<file path="src/rtl/shift_unit_seq.sv">
// ---------------------------------------------------------------------------
// shift_unit_seq
//
// Iterative multi-cycle shifter. An accepted request captures the operand,
// the operation and the shift amount, then applies one 1-bit step per clock
// until the amount is used up. done pulses for one cycle when the result is
// final. The result is held until the next accepted request.
//
// Ports:
//   clk      - system clock, rising edge
//   reset    - asynchronous, active-low reset
//   start    - request, sampled only in IDLE or DONE
//   op       - 001 SLL, 010 SRL, 011 SRA, 100 ROL, 101 ROR, others pass-through
//   data_in  - operand, captured on an accepted start
//   shamt    - shift amount, captured on an accepted start
//   busy     - high while shifting
//   done     - one-cycle pulse, result valid
//   result   - working/result register
// ---------------------------------------------------------------------------
module shift_unit_seq #(
    parameter int WIDTH   = 32,
    parameter int SHAMT_W = 5
) (
    input  logic               clk,
    input  logic               reset,
    input  logic               start,
    input  logic [2:0]         op,
    input  logic [WIDTH-1:0]   data_in,
    input  logic [SHAMT_W-1:0] shamt,
    output logic               busy,
    output logic               done,
    output logic [WIDTH-1:0]   result
);

    localparam logic [2:0] OP_SLL = 3'b001;
    localparam logic [2:0] OP_SRL = 3'b010;
    localparam logic [2:0] OP_SRA = 3'b011;
    localparam logic [2:0] OP_ROL = 3'b100;
    localparam logic [2:0] OP_ROR = 3'b101;

    typedef enum logic [1:0] {
        IDLE  = 2'b00,
        SHIFT = 2'b01,
        DONE  = 2'b10
    } state_t;

    state_t             state;
    state_t             state_next;
    logic [2:0]         op_q;
    logic [SHAMT_W-1:0] count;
    logic               accept;
    logic               op_legal;
    logic [SHAMT_W-1:0] load_count;
    logic [WIDTH-1:0]   step_value;

    // A new request can only be taken when no shift is in flight.
    always_comb begin
        accept     = 1'b0;
        op_legal   = 1'b0;
        load_count = '0;
        accept     = ((state == IDLE) || (state == DONE)) && start;
        op_legal   = (op == OP_SLL) || (op == OP_SRL) || (op == OP_SRA) ||
                     (op == OP_ROL) || (op == OP_ROR);
        // Pass-through ops load a zero amount so they finish immediately.
        load_count = op_legal ? shamt : '0;
    end

    // State register.
    always_ff @(posedge clk or negedge reset) begin
        if (!reset) begin
            state <= IDLE;
        end else begin
            state <= state_next;
        end
    end

    // Next-state logic.
    always_comb begin
        state_next = state;
        case (state)
            IDLE, DONE: begin
                if (accept) begin
                    state_next = (load_count == '0) ? DONE : SHIFT;
                end else begin
                    state_next = IDLE;
                end
            end
            SHIFT: begin
                // The edge that consumes the last step lands in DONE.
                if (count <= SHAMT_W'(1)) begin
                    state_next = DONE;
                end
            end
            default: state_next = IDLE;
        endcase
    end

    // Outputs are pure decodes of the state register.
    always_comb begin
        busy = 1'b0;
        done = 1'b0;
        busy = (state == SHIFT);
        done = (state == DONE);
    end

    // One 1-bit step of the captured operation.
    always_comb begin
        step_value = result;
        case (op_q)
            OP_SLL:  step_value = {result[WIDTH-2:0], 1'b0};
            OP_SRL:  step_value = {1'b0, result[WIDTH-1:1]};
            OP_SRA:  step_value = {result[WIDTH-1], result[WIDTH-1:1]};
            OP_ROL:  step_value = {result[WIDTH-2:0], result[WIDTH-1]};
            OP_ROR:  step_value = {result[0], result[WIDTH-1:1]};
            default: step_value = result;
        endcase
    end

    // Datapath registers: capture on accept, step while shifting, hold otherwise.
    always_ff @(posedge clk or negedge reset) begin
        if (!reset) begin
            result <= '0;
            op_q   <= '0;
            count  <= '0;
        end else if (accept) begin
            result <= data_in;
            op_q   <= op;
            count  <= load_count;
        end else if (state == SHIFT) begin
            result <= step_value;
            count  <= count - SHAMT_W'(1);
        end
    end

endmodule

</file>
<file path="config.mk">
export PLATFORM = sky130hd
export DESIGN_NAME = shift_unit_seq
export DESIGN_NICKNAME = d
export VERILOG_FILES = /design/src/rtl/shift_unit_seq.sv
export SDC_FILE = /design/constraint.sdc
export NUM_CORES = 1
export LEC_CHECK = 0
export BUFFER_PORTS_ARGS = -buffer_cell sky130_fd_sc_hd__buf_2
export CAP_MARGIN = 25
export CORE_AREA = 3 3 95 97
export CTS_CLUSTER_DIAMETER = 120
export DETAILED_ROUTE_END_ITERATION = 10
export DIE_AREA = 0 0 98 100
export GPL_ROUTABILITY_DRIVEN = 0
export PLACE_DENSITY = 0.64
export SYNTH_ARGS = -nofsm -noshare
export SYNTH_HDL_FRONTEND = slang
export SYNTH_SLANG_ARGS = --single-unit
</file>
<file path="constraint.sdc">
create_clock -name clk -period 1.8 [get_ports clk]
set_input_delay 0.45 -clock clk [delete_from_list [all_inputs] [get_ports clk]]
set_output_delay 0.45 -clock clk [all_outputs]
set_load 0.005 [all_outputs]
</file>
==> results of run 1 <==
## cell usage after synthesis
library cell,count
nand3b_1,1
or3_4,1
a221o_1,1
inv_2,1
nor2b_1,22
nor4_1,2
mux2i_1,1
inv_1,4
nor3b_1,1
or3_1,1
a211oi_1,1
nor4b_1,1
o22ai_1,1
buf_4,3
nor3_1,1
o21ai_0,31
nand2b_1,4
clkbuf_1,20
o211ai_1,2
buf_6,3
a2bb2oi_1,2
nand2_1,16
or4_1,1
o21ai_1,7
dfrtp_1,42
a22oi_1,12
buf_2,7
ha_1,3
nor2_1,62
a21oi_1,21
a22o_1,32
a31oi_4,1
a221oi_1,30
xnor2_1,3
nand3_1,3
## worst max-delay path by stage
stage                       start         end  slack [ns]  cells past startpoint
final                     op_q[1]   result[5]        0.04                      7
after global routing      op_q[1]  result[17]       -0.09                      7
after CTS                 op_q[1]  result[17]       -0.02                      7
after detailed placement  op_q[1]  result[27]       -0.04                      7
after global placement    op_q[1]  result[24]        0.03                      7
after floorplan           op_q[1]  result[30]       -0.02                      8
## report_power, final
part | leakage, nW | internal, mW | switching (mW)
combinational | 1.13 | 2.80 | 2.57
sequential | 0.527 | 1.40 | 0.663
clock | 0.0575 | 0.388 | 0.337
## routing by layer
| metal | up-vias | wire length (um) |
|---|---|---|
| li1 | 1450 | - |
| met1 | 1501 | 3880 |
| met2 | 108 | 4290 |
| met3 | 6 | 558 |
| met4 | 0 | 75 |
| met5 | - | 0 |
## cell type report
class,instances,area [um^2]
Clock buffer,8,110
Fill cell,832,4430
Inverter,5,18.8
Multi-Input combinational cell,264,1670
Sequential cell,42,1050
Tap cell,105,131
Timing Repair Buffer,108,802
## timing repair
action,in CTS,in global routing
pin swaps,2,12
gates resized for setup,6,17
cloned,3,2
endpoints found under the setup margin,22,31
buffers inserted,3,2
## kinds of logic after synthesis
family,after synthesis,share of synthesized area
AO/OA/AOI/OAI,141,0.353
AND/OR/NAND/NOR,116,0.188
flip-flops,42,0.368
buffers and inverters,38,0.0649
XOR/XNOR,3,0.00921
adder cells (fa/ha/maj),3,0.0132
multiplexers,1,0.00351
## worst max-delay path, stage by stage, from the launching register on
cell and delay (ns):
dfrtp_1 0.38, inv_2 0.06, ha_4 0.15, or3_4 0.33
a31oi_4 0.17, buf_6 0.18, bufbuf_16 0.28, a22o_1 0.14
## state kept, by name, summed over array words and instances, names as in the netlist
name and count:
count 5, op_q 3, result 32, state 2
## stage by stage
stage               cell area (um^2)  setup slack, ns  power, mW
global route                    3790          -0.0935       8.86
global placement                3420           0.0327       6.37
detailed placement              3420          -0.0380       6.54
floorplan                       2850          -0.0208       5.11
CTS                             3660          -0.0215       7.77
finish                          3790           0.0441       8.16
==> flow_summary.json, run 1 <==
{
  "end_kind": "flip-flop",
  "skew_ns": 0.00307,
  "drc_errors": 0,
  "syn_area_per_cell_um2": 8.29,
  "final.setup.tns_ns": 0,
  "r2r_slack_ns": 0.04,
  "period_needed_ns": 1.76,
  "rsz0062_at_grt": "true",
  "track_usage": 0.178,
  "final_common_cell": "buf_2",
  "dr.pass1.iters": 4,
  "hold_ws_ns": 0.108,
  "rr_startpoint": "op_q[1]",
  "core_um2": 8220,
  "avgRoutedWirePerCell_um": 16.6,
  "initial_utilization": 0.347,
  "worstPathRequired_ns": 2.04,
  "met1_usage": 0.229,
  "io_pins": 77,
  "cts_hold_buf": 0,
  "grtUsageMet2": 0.296,
  "netlist.top_cell.by_area": "dfrtp_1",
  "area_delta_synth_final_pct": 32.7,
  "htree_levels": 2,
  "p_leak_nw": 1.71,
  "powerDensity_nw_per_um2": 2160,
  "worstPathArrival_ns": 2.00,
  "max_slew_margin": 0.666,
  "routed_wl_mm": 8.81,
  "diodes": 0,
  "place_inst": 514,
  "finalHoldViolCount": 0,
  "syn_inst": 344,
  "yosys.area.top_type_share": 0.368,
  "yosys_warnings": 0,
  "ff2ff_path_depth": 7,
  "postLayoutCoreUtil": 0.461,
  "synthDistinctLibCells": 35,
  "ir_worst_vdd_mv": 0.709,
  "netlist_area_um2": 2850,
  "drive_gt1_frac": 0.304,
  "synth_seq_area_share": 0.368,
  "outcome": "finished clean",
  "clock_latency_ns": 0.30,
  "cts.sinks": 42,
  "vias": 3065,
  "slew_viol_final": 0,
  "grt_max_degree": 37,
  "critPathLaunchType": "flip-flop",
  "dieArea_um2": 9800,
  "finalCritPeriodShare": 0.976,
  "drv_cap": 0,
  "r2r_end": "result[5]",
  "syn_nets": 390,
  "grt_pass1_wl_mm": 14.4,
  "hold_path.class": "input pin to asynchronous set/reset pin",
  "clock_path_buffers": 2,
  "max_freq_mhz": 569,
  "root_buffer": "clkbuf_8",
  "grt_overflow": 0,
  "instances_no_fill": 532,
  "portBuffers": 76,
  "worstMarginPinSlew_ns": 0.501,
  "via_per_inst": 5.76,
  "grt_pass1_vias": 2897,
  "worstSetupPathType": "flip-flop to flip-flop",
  "initialDrtViolationCount": 197,
  "core.rowCount": 33,
  "busiest_layer": "met2",
  "cts_tree": "done",
  "antenna_left": 0,
  "die_y_um": 100,
  "cp_max_fo": 10,
  "setup_viol": 0,
  "cts_made_buffers": 5,
  "die_x_um": 98,
  "synth_area_leaders": "dfrtp_1, a22o_1, a221oi_1",
  "hpwl_mm": 5.79,
  "synth-seq-cells": 42,
  "grt_use_met3": 0.0500,
  "final_nets": 472,
  "cts.reportedPaths.clkPinSlew_ns": 0.08,
  "final_cell_mix": "buf_2, nor2_1, dfrtp_1, a22o_1, a221oi_1",
  "grt_antenna_before_repair": 0
}
Note: power is estimated with default switching activity, not from simulation.
==> inputs of run 2 (changes only) <==
--- a/config.mk
+++ b/config.mk
@@ -7,10 +7,10 @@
 export LEC_CHECK = 0
 export BUFFER_PORTS_ARGS = -buffer_cell sky130_fd_sc_hd__buf_2
 export CAP_MARGIN = 25
-export CORE_AREA = 3 3 95 97
+export CORE_AREA = 3 3 85 107
 export CTS_CLUSTER_DIAMETER = 120
 export DETAILED_ROUTE_END_ITERATION = 10
-export DIE_AREA = 0 0 98 100
+export DIE_AREA = 0 0 88 110
 export GPL_ROUTABILITY_DRIVEN = 0
 export PLACE_DENSITY = 0.64
 export SYNTH_ARGS = -nofsm -noshare
==> run 2 against run 1 <==
Effect of this change:
- the flow now finishes with violations (setup timing)
- highest routed layer unchanged
- combinational power down 1%
- global-route usage down 0.54 points
- clock skew down 0.0014 ns
- critical path type unchanged
==> flow_summary.json, run 2 (synthesized netlist as in run 1, its figures left out) <==
{
  "r2r_end": "result[4]",
  "root_buffer": "clkbuf_8",
  "instances_no_fill": 524,
  "grt_pass1_wl_mm": 13.6,
  "outcome": "finished with violations",
  "regMostFlops": "result",
  "drc_errors": 0,
  "drv_cap": 0,
  "cp_max_fo": 7,
  "final_common_cell": "buf_2",
  "end_kind": "flip-flop",
  "core_um2": 8190,
  "period_needed_ns": 1.85,
  "max_freq_mhz": 542,
  "rsz0062_at_grt": "true",
  "via_per_inst": 5.81,
  "diodes": 0,
  "path_cells": "ha_4, or3_4, a31oi_4, buf_12, clkbuf_16, nor2_1, a22o_1",
  "worstPathArrival_ns": 2.03,
  "final_cell_mix": "buf_2, nor2_1, dfrtp_1, a22o_1, a221oi_1",
  "core.rowCount": 37,
  "final.setup.tns_ns": -0.851,
  "cts_hold_buf": 0,
  "grt_overflow": 0,
  "hpwl_mm": 5.81,
  "hold_path.class": "input pin to asynchronous set/reset pin",
  "ff2ff_path_depth": 7,
  "worstPathRequired_ns": 1.98,
  "grt_antenna_before_repair": 0,
  "cts.reportedPaths.clkPinSlew_ns": 0.08,
  "cp_slowest_cell": "dfrtp_1",
  "io_pins": 77,
  "initialDrtViolationCount": 235,
  "antenna_left": 0,
  "drive_gt1_frac": 0.309,
  "rr_startpoint": "op_q[2]",
  "ir_worst_vdd_mv": 0.754,
  "slew_viol_final": 0,
  "p_leak_nw": 1.68,
  "grt_pass1_vias": 2857,
  "clock_path_buffers": 2,
  "reg_top3": "result x32, count x5, op_q x3",
  "pre_cts_ws_ns": -0.0178,
  "finalCritPeriodShare": 1.03,
  "place_area_um2": 3410,
  "worstMarginPinSlew_ns": 0.489,
  "initial_utilization": 0.348,
  "skew_ns": 0.00168,
  "grt_max_degree": 28,
  "dr.pass1.iters": 4,
  "cts_tree": "done",
  "vias": 3043,
  "avgRoutedWirePerCell_um": 16.9,
  "power_mw": 7.99,
  "r2r_slack_ns": -0.05,
  "portBuffers": 76,
  "setup_viol": 29,
  "finalHoldViolCount": 0,
  "place_inst": 506,
  "die_y_um": 110,
  "crit_path_max_incr_delay_ns": 0.42,
  "final_nets": 472,
  "dieArea_um2": 9680,
  "critPathLaunchType": "flip-flop",
  "max_slew_margin": 0.674,
  "clock_latency_ns": 0.29,
  "routed_wl_mm": 8.86,
  "die_x_um": 88,
  "largest_register_ffs": 32,
  "htree_levels": 2,
  "track_usage": 0.173,
  "violations": "setup timing",
  "cts.sinks": 42,
  "cts_made_buffers": 5,
  "powerDensity_nw_per_um2": 2140,
  "postLayoutCellArea_um2": 3740,
  "worstSetupPathType": "flip-flop to flip-flop",
  "area_delta_synth_final_pct": 31.1,
  "worst_slack_ns": -0.0459
}
[run 2: changes by cell type in the layout (fill, tap and decap cells not counted), sizes merged]
cell	change
buf	-1
bufbuf	-1
clkbuf	+1
clkinv	+1
[run 2: stage by stage]
| step | utilization | hold WS [ns] |
|---|---|---|
| floorplan | - | 0.154 |
| global placement | 0.417 | 0.427 |
| global route | 0.456 | 0.141 |
| detailed placement | 0.417 | 0.439 |
| finish | 0.456 | 0.110 |
| CTS | 0.432 | 0.117 |
[run 2: timing repair]
item	CTS	global route
endpoints found under the hold margin	0	0
setup buffers	1	2
setup endpoints to repair	11	31
gates cloned	1	6
pin swaps	0	33
gates resized for setup	4	19
[run 2: cell type report]
cell class,instances,area (um^2)
clock buffers,7,86.3
inverters,5,18.8
well taps,97,121
flip-flops and latches,42,1050
repair buffers,108,785
multi-input cells,264,1670
clock inverters,1,5.00
fillers,794,4460
[run 2: worst max-delay path, delay by kind of cell, from the launching register on]
kind,cells,cell delay [ns]
flops,1,0.42
buf+inv,2,0.32
compound gates,2,0.40
fa+ha+maj,1,0.17
simple gates,2,0.41
[run 2: power by group]
| group | switching [mW] | internal, mW | total (mW) |
|---|---|---|---|
| Sequential | 0.652 | 1.40 | 2.06 |
| Clock | 0.330 | 0.310 | 0.640 |
| Combinational | 2.57 | 2.73 | 5.30 |
| Total | 3.55 | 4.44 | 7.99 |
[run 2: worst max-delay path by stage]
| stage | startpoint | endpoint | slack, ns | cells past startpoint |
|---|---|---|---|---|
| after floorplan | op_q[1] | result[30] | -0.02 | 8 |
| after global placement | op_q[1] | result[8] | 0.03 | 8 |
| after detailed placement | op_q[1] | result[12] | -0.02 | 7 |
| after CTS | op_q[1] | result[4] | 0.002 | 8 |
| after global routing | op_q[2] | result[4] | -0.09 | 7 |
| final | op_q[2] | result[4] | -0.05 | 7 |
[run 2: routing by layer]
metal / routed length [um] / vias to the layer above / part of all wire / global-route usage
li1: - / 1443 / - / -
met1: 3800 / 1461 / 0.43 / 0.224
met2: 4440 / 127 / 0.50 / 0.290
met3: 498 / 12 / 0.056 / 0.0305
met4: 113 / 0 / 0.013 / 0.0537
met5: 0 / - / 0 / 0
